File: src/rtl/calc_param.sv
// Parametrised keypad calculator: decimal operand entry, add/sub/mul/div with
// iterative multiply/divide, binary->BCD conversion and a scanned BCD display.
// Ports:
//   clock, reset      rising-edge clock, asynchronous active-high reset
//   cmd, cmd_valid    keypad code (0-9 digit, A-D op, E equals, F backspace) + qualifier
//   status            00 ERROR, 01 BUSY, 10 READY
//   data, pos         BCD digit for display position pos (0 = least significant)
//   neg               displayed value is negative
module calc_param #(
   parameter int unsigned NDIG = 8,
   localparam int unsigned W = $clog2(10**NDIG),
   localparam int unsigned PW = (NDIG > 1) ? $clog2(NDIG) : 1
) (
   input  logic          clock,
   input  logic          reset,
   input  logic [3:0]    cmd,
   input  logic          cmd_valid,
   output logic [1:0]    status,
   output logic [3:0]    data,
   output logic [PW-1:0] pos,
   output logic          neg
);

   localparam int unsigned DW = 4 * NDIG;
   localparam int unsigned CW = $clog2(W + 1);
   localparam logic [2*W-1:0] MAXV = (2*W)'(10**NDIG - 1);
   localparam logic [W-1:0]   FULL = W'(10**(NDIG - 1));

   typedef enum logic [2:0] {
      ST_ENTER_A, ST_ENTER_B, ST_COMPUTE, ST_CONVERT, ST_SHOW, ST_ERROR
   } state_t;

   typedef enum logic [1:0] {OP_ADD, OP_SUB, OP_MUL, OP_DIV} op_t;

   state_t          state_q, state_d;
   op_t             op_q, op_d;
   logic [W-1:0]    acc_q, acc_d;
   logic [W-1:0]    a_q, a_d;
   logic [W-1:0]    b_q, b_d;
   logic [2*W-1:0]  res_q, res_d;
   logic [2*W-1:0]  mc_q, mc_d;
   logic [W-1:0]    rem_q, rem_d;
   logic [CW-1:0]   cnt_q, cnt_d;
   logic [DW-1:0]   disp_q, disp_d;
   logic [1:0]      status_q, status_d;
   logic [3:0]      data_q, data_d;
   logic [PW-1:0]   pos_q, pos_d;
   logic            neg_q, neg_d;

   logic            accept, is_digit, is_op, done;
   logic [2*W-1:0]  result;
   logic [W:0]      rem_sh;
   logic [W-1:0]    quo;
   logic [DW-1:0]   adj;

   // Next-state, datapath and display scan
   always_comb begin
      state_d  = state_q;
      op_d     = op_q;
      acc_d    = acc_q;
      a_d      = a_q;
      b_d      = b_q;
      res_d    = res_q;
      mc_d     = mc_q;
      rem_d    = rem_q;
      cnt_d    = cnt_q;
      disp_d   = disp_q;
      neg_d    = neg_q;
      done     = 1'b0;
      result   = '0;
      rem_sh   = '0;
      quo      = '0;
      adj      = disp_q;

      accept   = cmd_valid && (status_q == 2'b10);
      is_digit = (cmd <= 4'd9);
      is_op    = (cmd >= 4'hA) && (cmd <= 4'hD);

      case (state_q)
         ST_ENTER_A, ST_ENTER_B: begin
            if (accept) begin
               if (is_digit) begin
                  // acc < 10^(NDIG-1) means room for one more digit
                  if (acc_q < FULL) begin
                     acc_d  = (acc_q << 3) + (acc_q << 1) + W'(cmd);
                     disp_d = (disp_q << 4) | DW'(cmd);
                  end
               end else if (cmd == 4'hF) begin
                  acc_d  = acc_q / W'(10);
                  disp_d = disp_q >> 4;
               end else if (is_op) begin
                  op_d = op_t'(2'(cmd - 4'd10));
                  if (state_q == ST_ENTER_A) begin
                     a_d     = acc_q;
                     acc_d   = '0;
                     disp_d  = '0;
                     state_d = ST_ENTER_B;
                  end
               end else if (cmd == 4'hE && state_q == ST_ENTER_B) begin
                  // Preload the iterative engines for the latched op
                  b_d     = acc_q;
                  cnt_d   = '0;
                  mc_d    = (2*W)'(a_q);
                  rem_d   = '0;
                  res_d   = (op_q == OP_DIV) ? (2*W)'(a_q) : '0;
                  state_d = ST_COMPUTE;
               end
            end
         end

         ST_COMPUTE: begin
            neg_d = 1'b0;
            case (op_q)
               OP_ADD: begin
                  result = (2*W)'(a_q) + (2*W)'(b_q);
                  done   = 1'b1;
               end
               OP_SUB: begin
                  if (a_q < b_q) begin
                     result = (2*W)'(b_q - a_q);
                     neg_d  = 1'b1;
                  end else begin
                     result = (2*W)'(a_q - b_q);
                  end
                  done = 1'b1;
               end
               OP_MUL: begin
                  // Shift-add: multiplicand moves left, multiplier right
                  result = b_q[0] ? (res_q + mc_q) : res_q;
                  res_d  = result;
                  mc_d   = mc_q << 1;
                  b_d    = b_q >> 1;
                  cnt_d  = cnt_q + CW'(1);
                  done   = (cnt_q == CW'(W - 1));
               end
               default: begin
                  if (b_q == '0) begin
                     state_d = ST_ERROR;
                  end else begin
                     // Restoring division, quotient shifts in from the dividend register
                     rem_sh = {rem_q, res_q[W-1]};
                     quo    = res_q[W-1:0] << 1;
                     if (rem_sh >= {1'b0, b_q}) begin
                        rem_sh = rem_sh - {1'b0, b_q};
                        quo[0] = 1'b1;
                     end
                     rem_d  = W'(rem_sh);
                     result = (2*W)'(quo);
                     res_d  = result;
                     cnt_d  = cnt_q + CW'(1);
                     done   = (cnt_q == CW'(W - 1));
                  end
               end
            endcase
            if (done) begin
               if (result > MAXV) begin
                  state_d = ST_ERROR;
               end else begin
                  res_d   = result;
                  a_d     = W'(result);
                  disp_d  = '0;
                  cnt_d   = '0;
                  state_d = ST_CONVERT;
               end
            end
         end

         ST_CONVERT: begin
            if (cnt_q < CW'(W)) begin
               // Double-dabble: add 3 to digits >= 5, then shift in next binary MSB
               for (int i = 0; i < int'(NDIG); i++) begin
                  if (disp_q[4*i +: 4] >= 4'd5) begin
                     adj[4*i +: 4] = disp_q[4*i +: 4] + 4'd3;
                  end
               end
               disp_d = {adj[DW-2:0], res_q[W-1]};
               res_d  = res_q << 1;
               cnt_d  = cnt_q + CW'(1);
            end else begin
               state_d = ST_SHOW;
            end
         end

         ST_SHOW: begin
            if (accept) begin
               if (is_op) begin
                  // Chain: A already holds the result magnitude
                  op_d    = op_t'(2'(cmd - 4'd10));
                  acc_d   = '0;
                  disp_d  = '0;
                  neg_d   = 1'b0;
                  state_d = ST_ENTER_B;
               end else if (is_digit) begin
                  acc_d   = W'(cmd);
                  disp_d  = DW'(cmd);
                  neg_d   = 1'b0;
                  state_d = ST_ENTER_A;
               end
            end
         end

         default: begin
         end
      endcase

      case (state_d)
         ST_ERROR:               status_d = 2'b00;
         ST_COMPUTE, ST_CONVERT: status_d = 2'b01;
         default:                status_d = 2'b10;
      endcase

      pos_d = (pos_q == PW'(NDIG - 1)) ? '0 : pos_q + PW'(1);

      // data tracks the next pos so both update on the same edge
      if (state_d == ST_ERROR) begin
         data_d = 4'hE;
      end else if (state_d == ST_COMPUTE || state_d == ST_CONVERT) begin
         data_d = 4'h0;
      end else begin
         data_d = disp_d[{pos_d, 2'b00} +: 4];
      end
   end

   // State and output registers
   always_ff @(posedge clock or posedge reset) begin
      if (reset) begin
         state_q  <= ST_ENTER_A;
         op_q     <= OP_ADD;
         acc_q    <= '0;
         a_q      <= '0;
         b_q      <= '0;
         res_q    <= '0;
         mc_q     <= '0;
         rem_q    <= '0;
         cnt_q    <= '0;
         disp_q   <= '0;
         status_q <= 2'b10;
         data_q   <= '0;
         pos_q    <= '0;
         neg_q    <= 1'b0;
      end else begin
         state_q  <= state_d;
         op_q     <= op_d;
         acc_q    <= acc_d;
         a_q      <= a_d;
         b_q      <= b_d;
         res_q    <= res_d;
         mc_q     <= mc_d;
         rem_q    <= rem_d;
         cnt_q    <= cnt_d;
         disp_q   <= disp_d;
         status_q <= status_d;
         data_q   <= data_d;
         pos_q    <= pos_d;
         neg_q    <= neg_d;
      end
   end

   assign status = status_q;
   assign data   = data_q;
   assign pos    = pos_q;
   assign neg    = neg_q;

endmodule

File: config.mk
export PLATFORM = sky130hd
export DESIGN_NAME = calc_param
export DESIGN_NICKNAME = d
export VERILOG_FILES = /design/src/rtl/calc_param.sv
export SDC_FILE = /design/constraint.sdc
export NUM_CORES = 2
export LEC_CHECK = 0
export CELL_PAD_IN_SITES_DETAIL_PLACEMENT = 1
export CELL_PAD_IN_SITES_GLOBAL_PLACEMENT = 2
export CORE_MARGIN = 4
export CORE_UTILIZATION = 40
export DETAILED_ROUTE_END_ITERATION = 7
export DONT_BUFFER_PORTS = 1
export HOLD_SLACK_MARGIN = 0.05
export MAX_ROUTING_LAYER = met4
export PLACE_DENSITY = 0.81
export REMOVE_ABC_BUFFERS = 1
export SETUP_SLACK_MARGIN = 0.15
export SLEW_MARGIN = 20
export SYNTH_ARGS = -nofsm -noshare
export SYNTH_HDL_FRONTEND = slang
export SYNTH_SLANG_ARGS = --single-unit
File: constraint.sdc
create_clock -name clock -period 11.66 [get_ports clock]
set_input_delay 1.166 -clock clock [delete_from_list [all_inputs] [get_ports clock]]
set_output_delay 1.166 -clock clock [all_outputs]
set_load 0.1 [all_outputs]
==> impl_metrics.env <==
export IMPL_gp_congestion=0.9329
export IMPL_rsz0062_at_grt="false"
export IMPL_hold_buffers=0
export IMPL_cts_path_max_buffers=3
export IMPL_grt_util_all_layers_pct=29.58
export IMPL_multi_input_area_mm2=0.02039
export IMPL_initial_core_util_pct=40.30
export IMPL_cp_slowest_cell="dfrtp_1"
export IMPL_dieArea_mm2=0.07626
export IMPL_grt_pass1_wl_um=180000
export IMPL_root_buffer="clkbuf_16"
export IMPL_cp_end_kind="flop"
export IMPL_h_tree_depth=2
export IMPL_p_leak_nw=12.96
export IMPL_skew_ns=0.05011
export IMPL_status="finished clean"
export IMPL_synthArstFlopShare_pct=100.0
export IMPL_synth_area_top_cells="dfrtp_1 23%, ha_1 10%, o21ai_0 6.8%"
export IMPL_synth_edf_count=0
export IMPL_critPathRequiredTime_ns=12.09
export IMPL_hold_class="flop to flop"
export IMPL_grt_max_degree=167
export IMPL_critPathMaxStageDelay_ns=0.66
export IMPL_ys_ff_latch=268
export IMPL_post_cts_resized=0
export IMPL_critPathLaunchType="flop"
export IMPL_num_vias=29760
export IMPL_synth_warning_count=0
export IMPL_cts_setup_buffers=0
export IMPL_synth_avg_cell_area_um2=7.479
export IMPL_n_antenna_cell=0
export IMPL_fin_total_pwr_w=0.002169
export IMPL_first_pass_iters=7
export IMPL_synth_fa_ha_area_share_pct=10.67
export IMPL_ant_nets=0
export IMPL_yosys_area_share_simple_pct=19.26
export IMPL_n_fill_cell=8843
export IMPL_fin_crit_sh_pct=92.54
export IMPL_crit_arrival_ns=11.22
export IMPL_synth_area_mm2=0.02876
export IMPL_synth_top_family_by_area="compound AO/OA/AOI/OAI gates"
export IMPL_io_buffers=0
export IMPL_pwr_density_cell_mw_per_mm2=70.53
export IMPL_synth_seq_area_share_pct=23.32
export IMPL_grt_pass1_vias=30810
export IMPL_synth_main_ff_cell="dfrtp_1"
export IMPL_drt_initial_drc_count=2337
export IMPL_pin_count=17
export IMPL_area_growth_pct=6.903
export IMPL_tritoncts="built"
export IMPL_die_width_um=276.2
export IMPL_cap_violations=0
export IMPL_die_h_um=276.2
export IMPL_hold_viol=0
export IMPL_cts_sinks=268
export IMPL_grt_ovfl_total=0
export IMPL_setup_viol=0
export IMPL_critPathMaxFanout=17
export IMPL_irDropWorstVdd_mv=0.09216
export IMPL_wl_um=114100
export IMPL_worst_pin_slew_ns=1.052
export IMPL_finalCriticalPeriod_ns=10.79
export IMPL_drc=0
export IMPL_slew_viol_final=0
export IMPL_finalSetupTns_ns=0
export IMPL_antenna_found_initial=1
export IMPL_max_freq_mhz=92.68
export IMPL_max_slew_margin_pct=29.88
export IMPL_viasPerCell=6.377
export IMPL_rows=98
export IMPL_critPathBufInv=0
export IMPL_synthCells=3846
export IMPL_yosys_cell_types_count=119
export IMPL_fp_coreArea_mm2=0.07136
export IMPL_clk_latency_ns=0.60
export IMPL_path_clk_slew_ns=0.06
export IMPL_synth_top_cell_area_share_pct=23.23
export IMPL_crit_family="compound AO/OA/AOI/OAI gates"
export IMPL_synth_xor_area_share_pct=4.050
export IMPL_cts_buffers=38
export IMPL_regArea_mm2=0.006711
export IMPL_layout_drive_gt1_share_pct=5.757
export IMPL_wire_per_inst_um=24.44
export IMPL_fin_nets=3931
export IMPL_dpl_hpwl_um=82850
export IMPL_synth_compound_area_share_pct=33.20
export IMPL_worst_setup_path_type="flop to flop"
export IMPL_synthMuxAreaShare_pct=3.289
export IMPL_synth_largest_area_cell="dfrtp_1"
==> layout make-up <==
cell class,instances,share of cell area (%)
inverters,181,2.234
flip-flops and latches,268,21.83
clock inverters,17,0.5982
well taps,950,3.866
clock buffers,52,3.459
multi-input cells,3133,66.30
repair buffers,66,1.717
==> per-layer routing <==
| layer | GRT usage, % | vias up | part of all wire [%] |
|---|---|---|---|
| met3 | 2.854 | 185 | 3.9 |
| li1 | - | 13790 | - |
| met4 | 9.191 | 0 | 3.1 |
| met2 | 49.47 | 709 | 48 |
| met1 | 38.01 | 15080 | 45 |
| met5 | - | - | 0 |
==> cells by family after synthesis <==
group / Yosys count
DFF: 268
AOI/OAI and AO/OA: 1470
adders and majority gates: 242
xor gates and xnor gates: 133
and+or+nand+nor: 1195
buffers and inverters: 445
muxes: 93
==> layout by cell type (no fill, tap or decap), types with 16 or more instances in the layout <==
master / netlist / routed
a211oi_1: 54 / 53
a21o_1: 130 / 130
a21oi_1: 379 / 379
a221o_1: 16 / 16
a221oi_1: 21 / 21
a222oi_1: 33 / 33
a22oi_1: 37 / 37
a31oi_1: 56 / 56
and2_1: 18 / 17
and3_1: 22 / 22
buf_4: 10 / 64
clkbuf_16: 0 / 38
dfrtp_1: 267 / 264
ha_1: 229 / 229
inv_1: 174 / 173
mux2i_1: 84 / 84
nand2_1: 468 / 468
nand2b_1: 32 / 32
nand3_1: 77 / 77
nand4_1: 36 / 36
nor2_1: 297 / 293
nor2b_1: 30 / 30
nor3_1: 83 / 82
nor4_1: 32 / 32
o211ai_1: 38 / 38
o21a_1: 25 / 25
o21ai_0: 390 / 387
o21bai_1: 59 / 59
o22ai_1: 20 / 20
or3_1: 30 / 29
xnor2_1: 109 / 108
xor2_1: 24 / 24
==> Yosys cell counts (32+ instances only) <==
cell        n
a21oi_1   379
nor4_1     32
a211oi_1   54
o21bai_1   59
xnor2_1   109
ha_1      229
mux2i_1    84
inv_1     174
nand2b_1   32
dfrtp_1   267
clkbuf_1  202
a22oi_1    37
a31oi_1    56
nand4_1    36
o211ai_1   38
a222oi_1   33
o21ai_0   390
nor2_1    297
nand2_1   468
nor3_1     83
nand3_1    77
a21o_1    130
==> tightest hold or removal path, delay by kind of cell, from the launching register on <==
kind | cells | cell delay, ns
AO/OA/AOI/OAI | 1 | 0.06
flip-flops | 1 | 0.36
AND/OR/NAND/NOR | 1 | 0.05
==> where the power goes <==
group	internal (W)	switching, W
registers	0.000930	0
logic	0.00000908	0.0000360
clock network	0.000690	0.000503
==> path summary, 6_finish.rpt <==
| check | slack (ns) | to | cells past startpoint | from |
|---|---|---|---|---|
| max | 0.87 | acc_q[0] | 30 | acc_q[25] |
| min | 0.51 | mc_q[16] | 2 | mc_q[16] |
| min in group asynchronous | 0.57 | mc_q[51] | 1 | reset |
| min reg2reg | 0.51 | mc_q[16] | 2 | mc_q[16] |
| max in group asynchronous | 9.63 | rem_q[5] | 3 | reset |
| max reg2reg | 0.87 | acc_q[0] | 30 | acc_q[25] |
==> stage by stage <==
stage / std cells / hold slack (ns) / utilization, % / setup slack [ns] / area (um2)
global placement: 4597 / 0.4877 / 41.26 / 0.9127 / 29440
detailed placement: 4597 / 0.5003 / 41.26 / 0.4177 / 29440
floorplan: 3582 / 0.4512 / - / 1.889 / 27660
CTS: 4666 / 0.5138 / 43.01 / 0.3460 / 30690
global route: 4667 / 0.5403 / 43.09 / 0.1719 / 30750
finish: 4667 / 0.5104 / 43.09 / 0.8704 / 30750
==> registers in the layout, summed over array words and instances (netlist names), 3 cells and up <==
signal	count
state_q	3
acc_q	27
mc_q	54
data	4
a_q	27
disp_q	32
pos	3
cnt_q	5
b_q	27
rem_q	27
res_q	54
No activity file was read; power rests on OpenSTA's default activity.
